### src/rtl/vga_sync_gen.sv
// vga_sync_gen: 640x480@60 raster timing generator. The counters advance on the pix_en strobe within the single clk domain.
// Optional VGA_OUT_REG_EN: pix_x/pix_y/hsync/vsync/video_on pass through one pixel-tick register stage, and line_end/frame_start are delayed to match.
module vga_sync_gen #(
  parameter int unsigned H_ACTIVE = 32'd640,
  parameter int unsigned H_FP     = 32'd16,
  parameter int unsigned H_SYNC   = 32'd96,
  parameter int unsigned H_BP     = 32'd48,
  parameter int unsigned V_ACTIVE = 32'd480,
  parameter int unsigned V_FP     = 32'd10,
  parameter int unsigned V_SYNC   = 32'd2,
  parameter int unsigned V_BP     = 32'd33,
  parameter logic        SYNC_POL = 1'b0
) (
  input  logic       clk,
  input  logic       rst_n,
  input  logic       pix_en,
  output logic [9:0] pix_x,
  output logic [9:0] pix_y,
  output logic       hsync,
  output logic       vsync,
  output logic       video_on,
  output logic       line_end,
  output logic       frame_start
);

  localparam int unsigned H_TOTAL  = H_ACTIVE + H_FP + H_SYNC + H_BP;
  localparam int unsigned V_TOTAL  = V_ACTIVE + V_FP + V_SYNC + V_BP;
  localparam logic [9:0]  H_LAST   = 10'(H_TOTAL - 32'd1);
  localparam logic [9:0]  V_LAST   = 10'(V_TOTAL - 32'd1);
  localparam logic [9:0]  H_VIS    = 10'(H_ACTIVE);
  localparam logic [9:0]  V_VIS    = 10'(V_ACTIVE);
  localparam logic [9:0]  HS_FIRST = 10'(H_ACTIVE + H_FP);
  localparam logic [9:0]  HS_LAST  = 10'(H_ACTIVE + H_FP + H_SYNC - 32'd1);
  localparam logic [9:0]  VS_FIRST = 10'(V_ACTIVE + V_FP);
  localparam logic [9:0]  VS_LAST  = 10'(V_ACTIVE + V_FP + V_SYNC - 32'd1);

  logic       r_armed;
  logic       r_running;
  logic [9:0] r_h_cnt;
  logic [9:0] r_v_cnt;
  logic       w_tick;
  logic       w_h_last;
  logic       w_v_last;
  logic [9:0] w_h_next;
  logic [9:0] w_v_next;
  logic       w_hsync;
  logic       w_vsync;
  logic       w_video;

  // r_armed swallows the first edge after reset release, so a strobe that coincides with release never counts.
  assign w_tick   = pix_en & r_armed;
  assign w_h_last = (r_h_cnt == H_LAST);
  assign w_v_last = (r_v_cnt == V_LAST);

  // Next raster position: h wraps every line, v advances only on an h wrap.
  always_comb begin
    w_h_next = r_h_cnt;
    w_v_next = r_v_cnt;
    if (w_h_last) begin
      w_h_next = 10'd0;
      if (w_v_last) begin
        w_v_next = 10'd0;
      end else begin
        w_v_next = r_v_cnt + 10'd1;
      end
    end else begin
      w_h_next = r_h_cnt + 10'd1;
      w_v_next = r_v_cnt;
    end
  end

  // Arm/run flags and the raster counters.
  always_ff @(posedge clk or negedge rst_n) begin
    if (!rst_n) begin
      r_armed   <= 1'b0;
      r_running <= 1'b0;
      r_h_cnt   <= 10'd0;
      r_v_cnt   <= 10'd0;
    end else begin
      r_armed <= 1'b1;
      if (w_tick) begin
        r_running <= 1'b1;
        r_h_cnt   <= w_h_next;
        r_v_cnt   <= w_v_next;
      end
    end
  end

  // Zero-latency decode of sync windows and the visible region.
  always_comb begin
    w_hsync = ~SYNC_POL;
    w_vsync = ~SYNC_POL;
    w_video = 1'b0;
    if ((r_h_cnt >= HS_FIRST) && (r_h_cnt <= HS_LAST)) begin
      w_hsync = SYNC_POL;
    end else begin
      w_hsync = ~SYNC_POL;
    end
    if ((r_v_cnt >= VS_FIRST) && (r_v_cnt <= VS_LAST)) begin
      w_vsync = SYNC_POL;
    end else begin
      w_vsync = ~SYNC_POL;
    end
    if (r_running && (r_h_cnt < H_VIS) && (r_v_cnt < V_VIS)) begin
      w_video = 1'b1;
    end else begin
      w_video = 1'b0;
    end
  end

`ifdef VGA_OUT_REG_EN
  logic [9:0] r_x_q;
  logic [9:0] r_y_q;
  logic       r_hs_q;
  logic       r_vs_q;
  logic       r_vid_q;
  logic       r_fs_q;

  // Output stage: captures the decoded raster once per pixel tick.
  always_ff @(posedge clk or negedge rst_n) begin
    if (!rst_n) begin
      r_x_q   <= 10'd0;
      r_y_q   <= 10'd0;
      r_hs_q  <= ~SYNC_POL;
      r_vs_q  <= ~SYNC_POL;
      r_vid_q <= 1'b0;
    end else if (w_tick) begin
      r_x_q   <= r_h_cnt;
      r_y_q   <= r_v_cnt;
      r_hs_q  <= w_hsync;
      r_vs_q  <= w_vsync;
      r_vid_q <= w_video;
    end
  end

  // Frame marker follows the delayed coordinates wrapping to (0,0).
  always_ff @(posedge clk or negedge rst_n) begin
    if (!rst_n) begin
      r_fs_q <= 1'b0;
    end else begin
      r_fs_q <= w_tick & (r_x_q == H_LAST) & (r_y_q == V_LAST);
    end
  end

  assign pix_x       = r_x_q;
  assign pix_y       = r_y_q;
  assign hsync       = r_hs_q;
  assign vsync       = r_vs_q;
  assign video_on    = r_vid_q;
  assign line_end    = w_tick & (r_x_q == H_LAST);
  assign frame_start = r_fs_q;
`else
  logic r_frame_start;

  // One-clk pulse after the edge that wraps both counters; reset never produces it.
  always_ff @(posedge clk or negedge rst_n) begin
    if (!rst_n) begin
      r_frame_start <= 1'b0;
    end else begin
      r_frame_start <= w_tick & w_h_last & w_v_last;
    end
  end

  assign pix_x       = r_h_cnt;
  assign pix_y       = r_v_cnt;
  assign hsync       = w_hsync;
  assign vsync       = w_vsync;
  assign video_on    = w_video;
  assign line_end    = w_tick & w_h_last;
  assign frame_start = r_frame_start;
`endif

endmodule

### config.mk
export PLATFORM = sky130hd
export DESIGN_NAME = vga_sync_gen
export DESIGN_NICKNAME = d
export VERILOG_FILES = /design/src/rtl/vga_sync_gen.sv
export SDC_FILE = /design/constraint.sdc
export NUM_CORES = 1
export LEC_CHECK = 0
export ABC_AREA = 1
export BUFFER_PORTS_ARGS = -buffer_cell sky130_fd_sc_hd__buf_2
export CAP_MARGIN = 40
export CORE_MARGIN = 3
export CORE_UTILIZATION = 40
export CTS_CLUSTER_SIZE = 30
export DETAILED_ROUTE_END_ITERATION = 7
export SKIP_LAST_GASP = 1
export SLEW_MARGIN = 20
export SYNTH_ARGS = -nofsm -noshare
export SYNTH_HDL_FRONTEND = slang
export SYNTH_SLANG_ARGS = --single-unit
### constraint.sdc
create_clock -name clk -period 1.6 [get_ports clk]
set_clock_uncertainty 0.15 [all_clocks]
set_input_delay 0.08 -clock clk [delete_from_list [all_inputs] [get_ports clk]]
set_output_delay 0.08 -clock clk [all_outputs]
set_load 0.01 [all_outputs]
---- Word-level counts from Yosys, hierarchy flattened ----
Index checks and enable logic that the tools add are counted.
operators by class
  add/subtract/negate cells ............... 2
  multipliers ............................. 0
  div/mod/pow operators ................... 0
  order comparisons ....................... 6
  equal/unequal tests ..................... 2
  shift-type cells ........................ 0
  mux-type cells .......................... 5
  bitwise gates (word level) .............. 3
  reduce and logical (&&, ||, !) cells .... 5
operators by type and width
  kind                                                                 count
  adder 10 x 1 -> 10 bit (second input constant)                       2
  equality test 10 bit (second input constant)                         2
  2-to-1 mux 10 bit                                                    2
  greater-or-equal comparator 10 bit (second input constant)           1
  greater-or-equal comparator 10 x 9 -> 1 bit (second input constant)  1
  less-or-equal comparator 10 bit (second input constant)              1
  less-or-equal comparator 10 x 9 -> 1 bit (second input constant)     1
  < comparator 10 bit (second input constant)                          1
  < comparator 10 x 9 -> 1 bit (second input constant)                 1
  logical AND 1 bit                                                    4
  bitwise AND 1 bit                                                    3
  2-to-1 mux 1 bit                                                     3
  AND reduction 2 bit                                                  1
storage, ports and cells
  register bits ........................... 23
  bits in latches ......................... 0
  RAM bits ................................ 0
  ROM bits ................................ 0
  input port bits ......................... 3
  output and inout port bits .............. 25
  logic and storage cells ................. 28
  memories kept ........................... 0

---- Depth between registers and ports, before layout ----
  depth in word-level cells ............... 4
  mapped depth ............................ 9
  gate-level depth less buffers ........... 9

---- Worst setup path before layout ----
Ideal clock, no wire load.
  kind .................................... register to register
  start ................................... reg r_v_cnt[1], in the netlist pix_y[1]
  end ..................................... reg r_v_cnt[8], in the netlist pix_y[8]
  setup time .............................. 0.116 ns
  arrival time ............................ 1.258 ns
  data required time ...................... 1.334 ns
  setup slack ............................. 0.075 ns
  cell stages (with the launch flop) ...... 9
  buffers on the path ..................... 0
  period minus slack after synthesis ...... 1.525 ns
  cell sequence ........................... dfrtp_1 ha_1 inv_1 nor2_1 nand3_1 o21ai_0 nand2_1 nand2_1 nand2_1
between the ends
  cells in the longest elaborated chain, start to end .. 2
  elaborated cells on any way between the ends .. 3
  those cells by class .................... 1 x add/sub; 1 x eq/ne; 1 x mux
RTL lines
  what                                                            RTL line  RTL
  start, declared                                                 40        logic [9:0] r_v_cnt;
  start signal, assigned                                          84        r_v_cnt <= w_v_next;
  adder 10 x 1 -> 10 bit or equality test 10 bit (tied branches)  64, 53
  2-to-1 mux 10 bit (*)                                           61        if (w_v_last) begin
Every way passes the cells marked *; elsewhere a longest branch is shown, timed or not.
A chain may end at the register's enable or synchronous reset.

---- Worst setup path in the final report ----
  start ................................... reg r_h_cnt[5], in the netlist pix_x[5]
  end ..................................... out line_end
between the ends
  cells in the longest elaborated chain, start to end .. 2
RTL lines
  what                    RTL line  RTL
  start, declared         39        logic [9:0] r_h_cnt;
  start signal, assigned  83        r_h_cnt <= w_h_next;
  equality test 10 bit    52        assign w_h_last = (r_h_cnt == H_LAST);
  bitwise AND 1 bit       169       assign line_end = w_tick & w_h_last;
  end, declared           22        output logic line_end,
No other way between the ends.

==> results.yml <==
outcome:
  outcome: "complete, but fails checks"
  failed_checks: "setup timing"
power:
  power_density_nw_per_um2: 790
  vdd_drop_max_v: 0.000417
  leakagePower_nw: 0.969
critical_path:
  arrival_ps: 1450
  r2r_setup_slack_ps: 0
  worstSetupPathType: "reg -> out"
  critical_path_peak_fanout: 6
  worst_setup_path_start_kind: "flop"
  critPathRequiredTime_ps: 1370
  rr_startpoint: "pix_x[1]"
  timing.reg2reg.worst_path_depth: 8
  worst_r2r_endpoint: "pix_y[0]"
  critPathCaptureType: "output pin"
timing:
  fin_hold_ws_ps: 85.0
  final_period_minus_worst_setup_slack_ps: 1680
  hold_viol: 0
  slew_at_the_pin_with_the_worst_max_slew_slack_ps: 548
  slew-limit-headroom_pct: 63.4
  smallest_setup_slack_after_layout_ps: -84.2
  max_clock_freq_ghz: 0.594
  timing_max_transition_violations_final: 0
  post-route-period-util_pct: 105
  totalNegativeSetupSlack_ps: -118
  grt_setup_unrepaired: "yes"
  report.final.setup_viol: 3
routing:
  routed-via-count: 1512
  routed_wl_mm: 4.06
  drt_iter0_markers: 94
  viasPerCell: 5.11
  wl_per_cell_um: 13.7
  drc: 0
  number_of_search_and_repair_iterations_in_the_first_detailed_routing_pass: 4
  antenna_left: 0
cells_and_area:
  flow.area_growth_from_synthesis_pct: 49.4
  filler_cell_count: 283
  nets: 261
  drive_above_1_share_pct: 43.7
  finish.cell_count_without_fillers: 296
  antenna_diode_count: 0
grt:
  globalRoute.totalOverflow: 0
  grt_pass1_vias: 1399
  grt_max_degree: 24
  initial_antenna_violation_count: 0
  grt_usage_pct: 18.4
  first_pass_grt_wire_length_mm: 6.03
logic_synthesis:
  synth-seq-cells: 23
  synth-edff-count: 0
  library_cells_used_by_synthesis: 25
  ys_seq_area_share_pct: 41.9
  post_synth_net_total: 194
  synthesis.area_per_instance_um2: 7.39
  cell_area_after_technology_mapping_um2: 1370
  netlist_instances: 186
  async_flop_share_pct: 100
  yosys_warnings: 0
  ys_dominant_reg_cell: "dfrtp_1"
clocking:
  clkSinkCount: 23
  clock_tree.buffer_depth: 2
  ctsRootBufferMaster: "clkbuf_4"
  clkLatencyLatePin_ps: 330
  cts-buffers-inserted: 3
  cts_htree_levels: 1
  tritoncts: "yes"
  clk_pin_slew_ps: 150
job:
  cap_violations: 0
place:
  numPlacedInstances: 265
  dp_hpwl_mm: 2.47
  place.gp.congestion: 0.869
  buffer_ports.inserted: 27
die:
  core_um2: 3150
  die_w_um: 64.6
  die-height_um: 64.6
  fp-row-count: 20
  top_level_ports: 28
  initial_core_util_pct: 43.6
  fp.dieArea_um2: 4170
min_path:
  min-delay-path-class: "in -> async"
[through the flow]
step	worst slack, ps	utilization [%]	area (um^2)	total power, mW
5_1_grt	-135	65.1	2050	1.73
6_report	-84.2	65.1	2050	1.62
3_3_place_gp	-5.22	51.5	1620	1.16
2_1_floorplan	75.3	-	1370	0.977
4_1_cts	-29.4	57.0	1800	1.53
3_5_place_dp	-37.2	51.5	1620	1.17
[how the worst max path moves through the flow]
stage | cells past startpoint | slack [ps] | endpoint | start
6_report | 6 | -80 | line_end | pix_x[5]
5_1_grt | 6 | -140 | line_end | pix_x[5]
4_1_cts | 4 | -30 | vsync | pix_y[8]
3_5_place_dp | 7 | -40 | pix_y[0] | pix_y[0]
3_3_place_gp | 7 | -5 | pix_y[0] | pix_y[0]
2_1_floorplan | 8 | 80 | pix_y[8] | pix_y[1]
[registers in the layout, summed over array words and instances (netlist names)]
| signal | cells |
|---|---|
| r_running | 1 |
| pix_y | 10 |
| frame_start | 1 |
| r_armed | 1 |
| pix_x | 10 |
[layout make-up]
type                    instances  area, um^2  area share [%]
clock buffers                   4        26.3            1.28
inverters                      26         104            5.06
multi-input cells             134         831            40.5
flip-flops and latches         23         586            28.5
well taps                      44        55.1            2.68
repair buffers                 65         450            22.0
[report_power, final]
part           switching [mW]  total (mW)  internal, mW
Clock                   0.205       0.303        0.0979
Sequential             0.0886       0.751         0.662
Combinational           0.327       0.568         0.241
Total                   0.621        1.62          1.00
[kinds of logic after synthesis]
logic type	count (synthesis)	share of synthesized area, %
AND/OR/NAND/NOR	107	35.3
buffers and inverters	29	8.83
flip-flops	23	41.9
AO/OA/AOI/OAI	17	6.56
adder cells (fa/ha/maj)	5	4.55
XOR/XNOR	4	2.55
other	1	0.273
[worst max-delay path, stage by stage (launching register included)]
cell     delay [ps]
dfrtp_2         490
nor2_4          140
nand3_2          80
nor2_1          130
nand2_1         100
inv_2            80
buf_6           100
[timing repair]
| action | 4_1_cts | 5_1_grt |
|---|---|---|
| hold buffers | 2 | 0 |
| setup buffers | 14 | 12 |
| pin swaps | 1 | 16 |
| resized for setup | 15 | 46 |
| endpoints found under the hold margin | 24 | 0 |
| setup endpoints to repair | 11 | 16 |
[layer usage]
layer / global-route usage, % / wire length (um) / up-vias
li1: - / - / 733
met1: 20.0 / 1640 / 714
met2: 34.8 / 2100 / 51
met3: 4.33 / 191 / 14
met4: 5.80 / 125 / 0
met5: 0 / 0 / -
[cell usage in the layout (no fill, tap or decap), types with 2 or more instances in the layout]
master and count:
a21oi_1 2, nor3_1 3, nand4_1 10, nand2_4 2, nor2_4 4, inv_1 16, nor2_1 19, nand2_1 40
dfrtp_2 8, inv_2 8, or2_2 2, xor2_1 3, buf_2 26, nand3_2 5, buf_4 31, nand3_1 13
buf_6 6, dfrtp_1 15, nor3_4 2, o211ai_1 2, o21ai_1 8, nor2_2 3, dlygate4sd3_1 2, o21ai_0 4
ha_4 4, clkbuf_4 3
[Yosys cell counts, types with 2 or more instances]
| cell type | n | area [um^2] |
|---|---|---|
| nor2_1 | 24 | 90.1 |
| o21ai_0 | 9 | 45.0 |
| dfrtp_1 | 23 | 576 |
| nand3_1 | 18 | 90.1 |
| o21ai_1 | 4 | 20.0 |
| nand2_1 | 43 | 161 |
| ha_1 | 5 | 62.6 |
| or2_2 | 2 | 12.5 |
| nor3_1 | 5 | 25.0 |
| xor2_1 | 3 | 26.3 |
| inv_1 | 25 | 93.8 |
| a21oi_1 | 2 | 10.0 |
| nand4_1 | 10 | 62.6 |
| o211ai_1 | 2 | 15.0 |
Note: power is estimated with default switching activity, not from simulation.
